--- config.mk ---
export PLATFORM = sky130hd
export DESIGN_NAME = cv32e40p_aligner_tmr
export DESIGN_NICKNAME = d
export VERILOG_FILES = /design/src/rtl/cv32e40p_aligner_tmr.sv
export SDC_FILE = /design/constraint.sdc
export NUM_CORES = 1
export LEC_CHECK = 0
export BUFFER_PORTS_ARGS = -buffer_cell sky130_fd_sc_hd__buf_2
export CAP_MARGIN = 20
export CORE_MARGIN = 4
export CORE_UTILIZATION = 55
export CTS_CLUSTER_SIZE = 24
export DETAILED_ROUTE_END_ITERATION = 10
export PLACE_DENSITY = 0.88
export SLEW_MARGIN = 20
export SYNTH_ARGS = -nofsm -noshare
export SYNTH_HDL_FRONTEND = slang
export SYNTH_SLANG_ARGS = --single-unit
--- constraint.sdc ---
create_clock -name clk -period 5.3 [get_ports clk]
set_clock_uncertainty 0.1 [all_clocks]
set_input_delay 0 -clock clk [delete_from_list [all_inputs] [get_ports clk]]
set_output_delay 0 -clock clk [all_outputs]
set_load 0.03 [all_outputs]
--- src/rtl/cv32e40p_aligner_tmr.sv ---
// Instruction aligner feeding the triplicated compressed decoder; realigns fetch words
// into instruction-aligned words, with optionally triplicated and scrubbed state.
module cv32e40p_aligner_tmr #(
  parameter int unsigned TMR_STATE = 1,
  parameter logic [31:0] RESET_PC  = 32'h0000_0000
) (
  input  logic             clk,
  input  logic             rst,
  input  logic             fetch_valid_i,
  output logic             fetch_ready_o,
  input  logic [31:0]      fetch_rdata_i,
  input  logic             branch_i,
  input  logic [31:0]      branch_addr_i,
  output logic             instr_valid_o,
  input  logic             instr_ready_i,
  output logic [2:0][31:0] instr_aligned_o,
  output logic [31:0]      pc_o,
  output logic             state_err_o
);

  localparam logic [2:0] ALIGNED32         = 3'b000;
  localparam logic [2:0] MISALIGNED32      = 3'b001;
  localparam logic [2:0] MISALIGNED16      = 3'b010;
  localparam logic [2:0] BRANCH_MISALIGNED = 3'b100;

  logic [2:0]  st_v, st_n;
  logic [15:0] h_v, h_n;
  logic [31:0] pc_v, pc_n;
  logic [31:0] instr;
  logic        iv, fr, err;
  logic        fire;

  function automatic logic legal(input logic [2:0] s);
    return (s == ALIGNED32) || (s == MISALIGNED32) ||
           (s == MISALIGNED16) || (s == BRANCH_MISALIGNED);
  endfunction

  assign fire = fetch_valid_i && instr_ready_i;

  always_comb begin
    st_n  = st_v;
    h_n   = h_v;
    pc_n  = pc_v;
    iv    = 1'b0;
    fr    = 1'b0;
    instr = fetch_rdata_i;
    if (branch_i) begin
      pc_n = {branch_addr_i[31:1], 1'b0};
      h_n  = '0;
      st_n = branch_addr_i[1] ? BRANCH_MISALIGNED : ALIGNED32;
    end else begin
      case (st_v)
        MISALIGNED32: begin
          iv    = fetch_valid_i;
          instr = {fetch_rdata_i[15:0], h_v};
          if (fire) begin
            fr   = 1'b1;
            h_n  = fetch_rdata_i[31:16];
            pc_n = pc_v + 32'd4;
            st_n = (fetch_rdata_i[17:16] != 2'b11) ? MISALIGNED16 : MISALIGNED32;
          end
        end
        MISALIGNED16: begin
          iv    = 1'b1;
          instr = {16'h0, h_v};
          if (instr_ready_i) begin
            pc_n = pc_v + 32'd2;
            st_n = ALIGNED32;
          end
        end
        BRANCH_MISALIGNED: begin
          if (fetch_rdata_i[17:16] != 2'b11) begin
            iv    = fetch_valid_i;
            instr = {16'h0, fetch_rdata_i[31:16]};
            if (fire) begin
              fr   = 1'b1;
              pc_n = pc_v + 32'd2;
              st_n = ALIGNED32;
            end
          end else if (fire) begin
            // upper half starts a 32-bit instruction: swallow the word, emit nothing yet
            fr   = 1'b1;
            h_n  = fetch_rdata_i[31:16];
            st_n = MISALIGNED32;
          end
        end
        default: begin
          // ALIGNED32; an illegal voted encoding also lands here
          iv    = fetch_valid_i;
          instr = fetch_rdata_i;
          if (fire) begin
            fr  = 1'b1;
            h_n = fetch_rdata_i[31:16];
            if (fetch_rdata_i[1:0] == 2'b11) begin
              pc_n = pc_v + 32'd4;
              st_n = ALIGNED32;
            end else begin
              pc_n = pc_v + 32'd2;
              st_n = (fetch_rdata_i[17:16] != 2'b11) ? MISALIGNED16 : MISALIGNED32;
            end
          end
        end
      endcase
    end
  end

  if (TMR_STATE != 0) begin : g_tmr
    logic [2:0]  st_r0, st_r1, st_r2;
    logic [15:0] h_r0, h_r1, h_r2;
    logic [31:0] pc_r0, pc_r1, pc_r2;

    // every copy gets the same next value each cycle, which also scrubs upsets
    always_ff @(posedge clk) begin
      if (rst) begin
        st_r0 <= ALIGNED32; st_r1 <= ALIGNED32; st_r2 <= ALIGNED32;
        h_r0  <= '0;        h_r1  <= '0;        h_r2  <= '0;
        pc_r0 <= RESET_PC;  pc_r1 <= RESET_PC;  pc_r2 <= RESET_PC;
      end else begin
        st_r0 <= st_n; st_r1 <= st_n; st_r2 <= st_n;
        h_r0  <= h_n;  h_r1  <= h_n;  h_r2  <= h_n;
        pc_r0 <= pc_n; pc_r1 <= pc_n; pc_r2 <= pc_n;
      end
    end

    assign st_v = (st_r0 & st_r1) | (st_r0 & st_r2) | (st_r1 & st_r2);
    assign h_v  = (h_r0 & h_r1) | (h_r0 & h_r2) | (h_r1 & h_r2);
    assign pc_v = (pc_r0 & pc_r1) | (pc_r0 & pc_r2) | (pc_r1 & pc_r2);
    assign err  = (st_r0 != st_r1) || (st_r0 != st_r2) ||
                  (h_r0 != h_r1) || (h_r0 != h_r2) ||
                  (pc_r0 != pc_r1) || (pc_r0 != pc_r2) ||
                  !legal(st_r0) || !legal(st_r1) || !legal(st_r2);
  end else begin : g_single
    logic [2:0]  st_r;
    logic [15:0] h_r;
    logic [31:0] pc_r;

    always_ff @(posedge clk) begin
      if (rst) begin
        st_r <= ALIGNED32;
        h_r  <= '0;
        pc_r <= RESET_PC;
      end else begin
        st_r <= st_n;
        h_r  <= h_n;
        pc_r <= pc_n;
      end
    end

    assign st_v = st_r;
    assign h_v  = h_r;
    assign pc_v = pc_r;
    assign err  = 1'b0;
  end

  assign instr_valid_o   = iv && !rst;
  assign fetch_ready_o   = fr && !rst;
  assign state_err_o     = err && !rst;
  assign pc_o            = pc_v;
  assign instr_aligned_o = {3{instr}};

endmodule

==> results of run 1 <==
-- layer usage --
| layer | vias up | share of wire, % |
|---|---|---|
| met2 | 559 | 47 |
| met4 | 0 | 3.9 |
| met3 | 97 | 11 |
| met1 | 3008 | 38 |
| li1 | 3020 | - |
| met5 | - | 0 |
-- cell families (layout without fill, tap and decap cells) --
family,after synthesis,after routing,synth area share (%)
other,1,1,0.07082
flip-flops,50,50,18.90
adder cells (fa/ha/maj),2,2,0.4725
XOR/XNOR,14,14,2.458
buffers and inverters,135,266,14.91
AO/OA/AOI/OAI,260,260,34.71
multiplexers,17,17,3.214
AND/OR/NAND/NOR,268,268,25.26
-- how the worst max path moves through the flow --
| stage | to | slack, ps | from | cells after the start |
|---|---|---|---|---|
| finish | g_tmr.pc_r2[18] | 1430 | g_tmr.st_r2[2] | 7 |
| global route | g_tmr.pc_r2[18] | 1290 | g_tmr.st_r2[2] | 7 |
| CTS | g_tmr.pc_r2[18] | 1610 | g_tmr.st_r2[2] | 7 |
| detailed placement | g_tmr.pc_r2[31] | 2040 | g_tmr.st_r2[0] | 6 |
| global placement | g_tmr.pc_r2[15] | 2150 | g_tmr.st_r2[2] | 6 |
| floorplan | instr_aligned_o[38] | 2610 | g_tmr.st_r2[0] | 8 |
-- cell type report --
type / count / area (um2) / share of cell area, %
timing repair buffer: 250 / 1499 / 23.80
clock inverter: 3 / 26.28 / 0.4172
multi-input combinational: 562 / 3511 / 55.75
tap: 129 / 161.4 / 2.563
inverter: 8 / 30.03 / 0.4769
sequential: 50 / 1001 / 15.90
clock buffer: 5 / 68.82 / 1.093
-- state kept, by name, summed over array words and instances (netlist names) --
signal / flops
g_tmr.pc_r2: 31
g_tmr.h_r2: 16
g_tmr.st_r2: 3
-- cells in the final DEF (no fill, tap or decap), types with 5 or more instances in the layout --
cell type                         n
sky130_fd_sc_hd__buf_2          197
sky130_fd_sc_hd__nor2_1          71
sky130_fd_sc_hd__nand2_1         67
sky130_fd_sc_hd__o21ai_0         50
sky130_fd_sc_hd__dfxtp_1         50
sky130_fd_sc_hd__a21oi_1         47
sky130_fd_sc_hd__dlygate4sd3_1   46
sky130_fd_sc_hd__nand3_1         29
sky130_fd_sc_hd__nor3_1          26
sky130_fd_sc_hd__mux2i_1         17
sky130_fd_sc_hd__a31oi_1         16
sky130_fd_sc_hd__a22o_1          15
sky130_fd_sc_hd__a22oi_1         15
sky130_fd_sc_hd__nand4_1         14
sky130_fd_sc_hd__o211ai_1        14
sky130_fd_sc_hd__nor4_1          12
sky130_fd_sc_hd__o22ai_1         10
sky130_fd_sc_hd__and4_1           9
sky130_fd_sc_hd__a311oi_1         9
sky130_fd_sc_hd__a221oi_1         8
sky130_fd_sc_hd__o221ai_1         8
sky130_fd_sc_hd__inv_1            7
sky130_fd_sc_hd__xnor2_1          7
sky130_fd_sc_hd__buf_4            7
sky130_fd_sc_hd__xor2_1           6
sky130_fd_sc_hd__and2_1           6
sky130_fd_sc_hd__a211oi_1         6
sky130_fd_sc_hd__a211o_1          6
sky130_fd_sc_hd__or3_1            5
sky130_fd_sc_hd__clkbuf_8         5
-- power groups by stage --
stage               logic, W  registers [W]  clock network (W)
floorplan           0.000399       0.000469                  0
global placement    0.000518       0.000462                  0
detailed placement  0.000524       0.000462                  0
CTS                 0.000551       0.000454           0.000254
global route        0.000594       0.000461           0.000269
finish              0.000564       0.000457           0.000249
-- through the flow --
step	hold slack (ps)	total power [W]	setup WS, ps	utilization (%)	cells
floorplan	-27.86	0.0008678	2611	-	747
global placement	123.6	0.0009800	2146	61.45	952
detailed placement	131.8	0.0009861	2042	61.45	952
CTS	2.023	0.001259	1607	67.40	1006
global route	38.74	0.001324	1291	67.51	1007
finish	1.860	0.001270	1426	67.51	1007
-- worst max-delay path, stage by stage, from the launching register on --
cell and delay (ps):
sky130_fd_sc_hd__dfxtp_1 760, sky130_fd_sc_hd__nor2b_1 310, sky130_fd_sc_hd__a31oi_1 360, sky130_fd_sc_hd__o21ai_2 710
sky130_fd_sc_hd__a21oi_1 280, sky130_fd_sc_hd__or3_1 390, sky130_fd_sc_hd__a311oi_1 300, sky130_fd_sc_hd__dlygate4sd3_1 600
==> metrics.log, run 1 <==
[metrics] initial detailed-routing violation count: 878
[metrics] count of antenna diodes in the layout: 0
[metrics] netlist area before placement: 0.005295 mm2
[metrics] clock group share of total power: 19.6%
[metrics] Post-Route WL: 20,970 um
[metrics] CP Data Arrival Time: 4040 ps
[metrics] post-synth top area share: 18.90%
[metrics] register-to-register setup slack: 1430 ps
[metrics] routed len/inst: 20.83 um
[metrics] largest driver fanout on the critical path: 17
[metrics] Inserted Clock Buffers: 5
[metrics] sink of the worst hold path: g_tmr.pc_r2[25]
[metrics] Post-DP HPWL: 14,530 um
[metrics] Hold Vio Cnt, Final: 0
[metrics] proportion of synthesized chip area in sequential cells: 18.90%
[metrics] synthesized area divided by synthesized cell count: 7.088 um2
[metrics] transition time of the tightest slew-check pin: 1167 ps
[metrics] fin. max-slew vios: 0
[metrics] library cell occupying the most area in the post-synthesis netlist: sky130_fd_sc_hd__dfxtp_1
[metrics] switching share of total power: 46.81%
[metrics] Clk Latency, worst-skew pair: 310 ps
[metrics] Max Root-Sink Buffers: 2
[metrics] Syn. warnings: 0
[metrics] initial antenna violation count: 0
[metrics] largest vdd supply drop: 0.0001385 V
[metrics] CTS tree: done
[metrics] DR DRC count: 0
[metrics] wire length of the first global-routing pass: 32,570 um
[metrics] ratio of routed vias to standard cells: 6.638
[metrics] Min-Delay Startpoint: branch_addr_i[25]
[metrics] portion of total power attributed to combinational logic: 44.4%
[metrics] final period utilization: 73.10%
[metrics] met2 GRT Util: 59.19%
[metrics] maximum number of pins on one net before global-route repair: 32
[metrics] clock edge transition at the registers on the reported setup and hold paths: 110 ps
[metrics] vias after detailed routing: 6,684
[metrics] Placement Rows: 35
[metrics] synthesis-stage register bit count: 50
[metrics] critical path startpoint category: flop
[metrics] net switching power: 0.0005945 W
[metrics] type of the worst setup path: reg -> reg
[metrics] most used standard cell by instance count after synthesis: sky130_fd_sc_hd__nor2_1
[metrics] I/O pin count: 200
[metrics] Max Clock Freq: 258.1 MHz
[metrics] count of instances resized after the clock tree is built: 0
[metrics] via count of the first global-routing pass: 6,123
[metrics] r2r endpoint: g_tmr.pc_r2[18]
[metrics] die outline width: 106.1 um
[metrics] power per cell area: 201.7 mW/mm2
[metrics] post-CTS setup-driven buffer insertion count: 0
[metrics] core outline area: 0.009328 mm2
[metrics] Post-synth EDFFs: 0
[metrics] instance area after placement: 0.005732 mm2
[metrics] CTS root buf: sky130_fd_sc_hd__clkbuf_8
[metrics] GPL Wtd Cong: 1.039
[metrics] Initial Utilization: 56.77%
[metrics] relative slew slack: 21.88%
[metrics] Most Crowded Layer GR: met2
[metrics] count of input and output buffers: 197
[metrics] Initial DRT Pass Iterations: 6
[metrics] Most used DFF post-synth: sky130_fd_sc_hd__dfxtp_1
[metrics] proportion of layout cells with a drive suffix above 1: 27.22%
[metrics] crit path capture type: flop
[metrics] die area: 0.01126 mm2
[metrics] sequential cell fraction of total power: 36.0%
[metrics] cell types with the highest counts after synthesis: 72 x sky130_fd_sc_hd__nor2_1, 67 x sky130_fd_sc_hd__nand2_1, 66 x sky130_fd_sc_hd__buf_4, 51 x sky130_fd_sc_hd__o21ai_0, 50 x sky130_fd_sc_hd__dfxtp_1
[metrics] Net Count, Synth: 818
[metrics] post-synthesis to final-layout area growth: 18.93%
[metrics] CTS Hold Bufs: 46
[metrics] status: complete, no violations
[metrics] startpoint of the most critical register-to-register path: g_tmr.st_r2[2]
[metrics] async set-or-reset flop fraction in the synthesized netlist: 0%
[metrics] cell types with the largest area share after synthesis: sky130_fd_sc_hd__dfxtp_1 19%, sky130_fd_sc_hd__buf_4 9.4%, sky130_fd_sc_hd__nor2_1 5.1%, sky130_fd_sc_hd__o21ai_0 4.8%, sky130_fd_sc_hd__nand2_1 4.7%
[metrics] Tmin final: 3874 ps
[metrics] H-tree depth reported by CTS: 2
[metrics] class of the worst hold path: in -> reg
[metrics] max-cap violation count: 0
[metrics] Hold Crit Depth: 4
[metrics] Finished Cell Area: 0.006297 mm2
[metrics] die span in y: 106.1 um
[metrics] setup repair after global routing missed its margin: false
[metrics] cell count of the worst reg-to-reg path: 7
[metrics] endpoint required time on the critical path: 5460 ps
[metrics] remaining number of nets flagged by the antenna check after routing: 0
[metrics] Net count, final: 948
[metrics] global-route met3 utilization: 6.800%
[metrics] grt total ovfl: 0
[metrics] GRT Total Usage: 35.21%
[metrics] number of sinks driven by the clock tree: 50
[metrics] Pleak: 2.606 nW
[metrics] Setup-failing EPs final: 0
[metrics] distinct cell type count of the synthesized netlist: 77
[metrics] setup TNS after final layout: 0 ps
[metrics] met1 routing resource usage after global routing: 44.00%
[metrics] cell count after synthesis: 747
[metrics] Internal Pwr Total: 0.0006755 W
[metrics] fill cell total of the finished layout: 823
No activity file was read; power rests on OpenSTA's default activity.
==> inputs of run 2 (changes only) <==
- CORE_UTILIZATION: 55 -> 46
- PLACE_DENSITY: 0.88 -> 0.79
- clock period: 5.3 -> 3.3 ns (I/O delays scaled with it)
==> run 2 against run 1 <==
Net effect:
- cell area grew 4.6%
- global-route usage shrank 4.4 points
- combinational power grew 65%
- non-clock buffer count grew 25
- cell count grew 3.6%
- sequential share of layout area shrank 0.69 points
- first-iteration DRC count grew 13%
- routed wire length grew 3.0%
==> metrics.log, run 2 (same netlist as run 1, synthesis figures left out) <==
[metrics] ratio of routed vias to standard cells: 6.395
[metrics] die outline width: 115.3 um
[metrics] Hold Vio Cnt, Final: 0
[metrics] endpoint required time on the critical path: 3200 ps
[metrics] status: complete, no violations
[metrics] post-synthesis to final-layout area growth: 24.36%
[metrics] most frequent standard cell in the layout excluding fill and tap cells: sky130_fd_sc_hd__buf_2
[metrics] fill cell total of the finished layout: 1,024
[metrics] transition time of the tightest slew-check pin: 969.5 ps
[metrics] final period utilization: 92.17%
[metrics] startpoint of the most critical register-to-register path: g_tmr.st_r2[2]
[metrics] CP Data Arrival Time: 2940 ps
[metrics] relative slew slack: 35.09%
[metrics] Placement Rows: 38
[metrics] cell count of the worst reg-to-reg path: 6
[metrics] die span in y: 115.3 um
[metrics] DR DRC count: 0
[metrics] commonest non-fill, non-tap cells in the layout: 197 x sky130_fd_sc_hd__buf_2, 72 x sky130_fd_sc_hd__nor2_1, 67 x sky130_fd_sc_hd__nand2_1
[metrics] GRT Total Usage: 30.81%
[metrics] Max Clock Freq: 328.8 MHz
[metrics] I/O pin count: 200
[metrics] register area: 0.001001 mm2
[metrics] remaining number of nets flagged by the antenna check after routing: 0
[metrics] core outline area: 0.01103 mm2
[metrics] register-to-register setup slack: 360 ps
[metrics] CTS tree: done
[metrics] initial detailed-routing violation count: 994
[metrics] setup TNS after final layout: 0 ps
[metrics] largest registers: g_tmr.pc_r2 (31), g_tmr.h_r2 (16), g_tmr.st_r2 (3)
[metrics] maximum number of pins on one net before global-route repair: 27
[metrics] Post-DP HPWL: 15,820 um
[metrics] type of the worst setup path: reg -> out
[metrics] Setup-failing EPs final: 0
[metrics] initial antenna violation count: 0
[metrics] final core area utilization: 59.70%
[metrics] class of the worst hold path: in -> reg
[metrics] count of antenna diodes in the layout: 0
[metrics] number of sinks driven by the clock tree: 50
[metrics] crit path capture type: output pin
[metrics] setup repair after global routing missed its margin: false
[metrics] Max Root-Sink Buffers: 2
[metrics] post-placement setup slack: 441.2 ps
[metrics] H-tree depth reported by CTS: 2
[metrics] Inserted Clock Buffers: 5
[metrics] Initial DRT Pass Iterations: 6
[metrics] routed len/inst: 20.71 um
[metrics] fin. max-slew vios: 0
[metrics] max reg flops: 31
[metrics] largest vdd supply drop: 0.0002399 V
[metrics] worst-case setup margin in the final layout: 258.4 ps
[metrics] via count of the first global-routing pass: 5,951
[metrics] final instance count without filler cells: 1,043
[metrics] sink of the worst hold path: g_tmr.pc_r2[23]
[metrics] Pleak: 2.773 nW
[metrics] Net count, final: 973
[metrics] count of instances resized after the clock tree is built: 0
[metrics] critical path startpoint category: flop
[metrics] proportion of layout cells with a drive suffix above 1: 29.57%
[metrics] die area: 0.01329 mm2
[metrics] GPL Wtd Cong: 1.044
[metrics] r2r endpoint: g_tmr.pc_r2[15]
[metrics] Post-Route WL: 21,600 um
[metrics] Min-Delay Startpoint: branch_addr_i[23]
[metrics] vias after detailed routing: 6,670
[metrics] area of the multi-input gates: 0.003508 mm2
[metrics] grt total ovfl: 0
[metrics] Hold Crit Depth: 3
[metrics] Clk Latency, worst-skew pair: 300 ps
[metrics] power per cell area: 356.9 mW/mm2
[metrics] largest driver fanout on the critical path: 16
[metrics] wire length of the first global-routing pass: 32,460 um
[metrics] clock edge transition at the registers on the reported setup and hold paths: 70 ps
[metrics] max-cap violation count: 0
[metrics] count of input and output buffers: 197
[metrics] CTS root buf: sky130_fd_sc_hd__clkbuf_16
[metrics] Tmin final: 3042 ps
[metrics] # placed instances: 993
[metrics] Initial Utilization: 48.00%
[metrics] Largest Register: g_tmr.pc_r2
-- run 2: cell count changes in the layout (fill, tap and decap cells not counted), moves of 2 or more --
cell and delta:
sky130_fd_sc_hd__buf_4 +29, sky130_fd_sc_hd__bufinv_16 +2, sky130_fd_sc_hd__clkbuf_16 +5, sky130_fd_sc_hd__clkbuf_8 -5, sky130_fd_sc_hd__dlygate4sd3_1 -4, sky130_fd_sc_hd__inv_6 -2
-- run 2: what timing repair did --
action	CTS	global route
hold endpoints to repair	43	0
buffers inserted	0	0
hold buffers	42	0
-- run 2: report_power, final --
group	internal, W	total [W]	switching (W)
logic	0.000299	0.000930	0.000631
clock network	0.000437	0.000697	0.000260
registers	0.000642	0.000724	0.0000814
total	0.00138	0.00235	0.000972
-- run 2: metal layers --
layer / track usage (%) / routed length, um / up-vias
met3: 4.421 / 2380 / 81
li1: - / - / 3071
met5: 0 / 0 / -
met4: 11.66 / 804 / 0
met1: 39.98 / 8328 / 3025
met2: 51.74 / 10080 / 493
-- run 2: layout make-up --
type                       count  area share (%)
multi-input combinational    562           53.28
timing repair buffer         275           25.46
sequential                    50           15.20
clock buffer                   5           1.900
inverter                       8          0.4560
clock inverter                 3           1.045
tap                          140           2.660
-- run 2: through the flow --
| stage | instance area (um2) | power, W | hold slack (ps) |
|---|---|---|---|
| 3_5_place_dp | 5971 | 0.001612 | 126.8 |
| 3_3_place_gp | 5971 | 0.001604 | 122.7 |
| 5_1_grt | 6585 | 0.002438 | 35.87 |
| 6_report | 6585 | 0.002350 | 10.63 |
| 2_1_floorplan | 5295 | 0.001394 | -27.86 |
| 4_1_cts | 6585 | 0.002346 | 7.316 |
-- run 2: worst max path at each step --
stage,from,endpoint
after CTS,g_tmr.st_r2[2],instr_aligned_o[39]
after global placement,g_tmr.st_r2[2],g_tmr.pc_r2[15]
after global routing,g_tmr.st_r2[2],instr_aligned_o[39]
final,g_tmr.st_r2[2],instr_aligned_o[72]
after floorplan,g_tmr.st_r2[0],instr_aligned_o[38]
after detailed placement,g_tmr.st_r2[2],g_tmr.pc_r2[15]
-- run 2: worst max-delay path, cell delays in order, from the launching register on --
cell                      delay, ps
sky130_fd_sc_hd__dfxtp_1        450
sky130_fd_sc_hd__buf_4          230
sky130_fd_sc_hd__nor3b_4        420
sky130_fd_sc_hd__a21oi_2        150
sky130_fd_sc_hd__or3_1          590
sky130_fd_sc_hd__buf_4          290
sky130_fd_sc_hd__nand2_1         70
sky130_fd_sc_hd__o21ai_0        180
sky130_fd_sc_hd__buf_2          250
==> inputs of run 3 (changes only) <==
- CORE_UTILIZATION: 46 -> 55
- PLACE_DENSITY: 0.79 -> 0.88
- clock period: 3.3 -> 3.8 ns (I/O delays scaled with it)
==> run 3 against run 2 <==
Net effect:
- cell area down 2.3%
- clock power fell by 32%
- combinational power decreased by 14%
- via count shrank 0.15%
- global-route usage up 5.0 points
- worst hold slack better by 37 ps
- first-iteration DRC count down 7.3%
- critical endpoint is now g_tmr.pc_r2[18]
- highest routed layer unchanged
==> metrics.log, run 3 (same netlist as run 1, synthesis figures left out) <==
[metrics] register-to-register setup slack: 210 ps
[metrics] Finished Cell Area: 0.006434 mm2
[metrics] Internal Pwr Total: 0.001077 W
[metrics] class of the worst hold path: in -> reg
[metrics] power per cell area: 295.8 mW/mm2
[metrics] Largest Register: g_tmr.pc_r2
[metrics] count of antenna diodes in the layout: 0
[metrics] final period utilization: 94.57%
[metrics] status: complete, no violations
[metrics] Initial Utilization: 56.77%
[metrics] CTS tree: done
[metrics] Max Root-Sink Buffers: 2
[metrics] Pleak: 2.682 nW
[metrics] net switching power: 0.0008263 W
[metrics] H-tree depth reported by CTS: 2
[metrics] most frequent standard cell in the layout excluding fill and tap cells: sky130_fd_sc_hd__buf_2
[metrics] routed len/inst: 20.63 um
[metrics] CTS root buf: sky130_fd_sc_hd__clkbuf_8
[metrics] die span in y: 106.1 um
[metrics] die area: 0.01126 mm2
[metrics] Max Clock Freq: 278.3 MHz
[metrics] DR DRC count: 0
[metrics] wire length of the first global-routing pass: 32,830 um
[metrics] type of the worst setup path: reg -> reg
[metrics] initial detailed-routing violation count: 921
[metrics] Setup-failing EPs final: 0
[metrics] max reg flops: 31
[metrics] ratio of routed vias to standard cells: 6.542
[metrics] commonest non-fill, non-tap cells in the layout: 197 x sky130_fd_sc_hd__buf_2, 72 x sky130_fd_sc_hd__nor2_1, 67 x sky130_fd_sc_hd__nand2_1
[metrics] GPL Wtd Cong: 1.007
[metrics] maximum number of pins on one net before global-route repair: 29
[metrics] setup repair after global routing missed its margin: false
[metrics] number of sinks driven by the clock tree: 50
[metrics] clock edge transition at the registers on the reported setup and hold paths: 110 ps
[metrics] switching share of total power: 43.43%
[metrics] fill cell total of the finished layout: 824
[metrics] crit path capture type: flop
[metrics] clock group share of total power: 24.8%
[metrics] fin. max-slew vios: 0
[metrics] largest registers: g_tmr.pc_r2 (31), g_tmr.h_r2 (16), g_tmr.st_r2 (3)
[metrics] count of input and output buffers: 197
[metrics] Clk Latency, worst-skew pair: 320 ps
[metrics] proportion of layout cells with a drive suffix above 1: 28.01%
[metrics] Hold Vio Cnt, Final: 0
[metrics] endpoint required time on the critical path: 3980 ps
[metrics] register area: 0.001001 mm2
[metrics] grt total ovfl: 0
[metrics] largest driver fanout on the critical path: 13
[metrics] max-cap violation count: 0
[metrics] core outline area: 0.009328 mm2
[metrics] setup TNS after final layout: 0 ps
[metrics] final core area utilization: 68.97%
[metrics] Post-DP HPWL: 14,750 um
[metrics] portion of total power attributed to combinational logic: 42.0%
[metrics] largest vdd supply drop: 0.0002063 V
[metrics] Inserted Clock Buffers: 5
[metrics] initial antenna violation count: 0
[metrics] Post-Route WL: 21,000 um
[metrics] vias after detailed routing: 6,660
[metrics] GRT Total Usage: 35.85%
[metrics] Placement Rows: 35
[metrics] Initial DRT Pass Iterations: 6
[metrics] post-synthesis to final-layout area growth: 21.50%
[metrics] Net count, final: 959
[metrics] relative slew slack: 28.60%
[metrics] Tmin final: 3594 ps
[metrics] transition time of the tightest slew-check pin: 1066 ps
[metrics] CP Data Arrival Time: 3770 ps
[metrics] critical path startpoint category: flop
[metrics] I/O pin count: 200
[metrics] sequential cell fraction of total power: 33.2%
[metrics] via count of the first global-routing pass: 6,121
[metrics] remaining number of nets flagged by the antenna check after routing: 0
[metrics] instance area after placement: 0.005807 mm2
[metrics] area of the multi-input gates: 0.003517 mm2
[metrics] die outline width: 106.1 um
[run 3: final timing paths]
| check | start | end | cells after the start |
|---|---|---|---|
| max | g_tmr.st_r2[2] | g_tmr.pc_r2[18] | 7 |
| min reg2reg | g_tmr.h_r2[1] | g_tmr.h_r2[1] | 2 |
| min | branch_addr_i[28] | g_tmr.pc_r2[28] | 4 |
| max reg2reg | g_tmr.st_r2[2] | g_tmr.pc_r2[18] | 7 |
[run 3: timing repair]
item / CTS / global route
hold buffers: 48 / 0
buffers inserted: 0 / 0
gates resized for setup: 0 / 1
endpoints found under the setup margin: 0 / 1
hold endpoints to repair: 47 / 0
[run 3: power by group through the flow]
stage | clock network [W] | registers [W] | logic, W
floorplan | 0 | 0.000654 | 0.000556
global placement | 0 | 0.000639 | 0.000735
detailed placement | 0 | 0.000639 | 0.000741
CTS | 0.000478 | 0.000628 | 0.000781
global route | 0.000495 | 0.000638 | 0.000845
finish | 0.000472 | 0.000632 | 0.000799
[run 3: worst max-delay path: stages (launching register included)]
cell	delay, ps
sky130_fd_sc_hd__dfxtp_1	590
sky130_fd_sc_hd__nor2b_1	310
sky130_fd_sc_hd__a31oi_1	350
sky130_fd_sc_hd__o21ai_2	700
sky130_fd_sc_hd__a21oi_1	280
sky130_fd_sc_hd__or3_1	390
sky130_fd_sc_hd__a311oi_1	250
sky130_fd_sc_hd__dlygate4sd3_1	570
[run 3: metrics by stage]
step           power [W]  setup slack, ps  hold WS, ps  std cells
2_1_floorplan   0.001210             1111       -27.86        747
3_3_place_gp    0.001373            829.1        123.3        962
3_5_place_dp    0.001381            731.0        128.8        962
4_1_cts         0.001887            216.6        24.07       1018
5_1_grt         0.001978            24.08        55.02       1018
6_report        0.001903            206.3        47.83       1018
[run 3: layer usage]
| layer | track usage [%] | share of wire (%) |
|---|---|---|
| met1 | 44.16 | 38 |
| met2 | 59.50 | 46 |
| met3 | 8.257 | 12 |
| met4 | 15.82 | 4.2 |
| met5 | 0 | 0 |
[run 3: final cells by class]
class	instances	area share, %
Multi-Input combinational cell	562	54.67
Clock inverter	3	1.070
Clock buffer	5	1.070
Tap cell	129	2.509
Sequential cell	50	15.56
Inverter	8	0.4667
Timing Repair Buffer	261	24.66
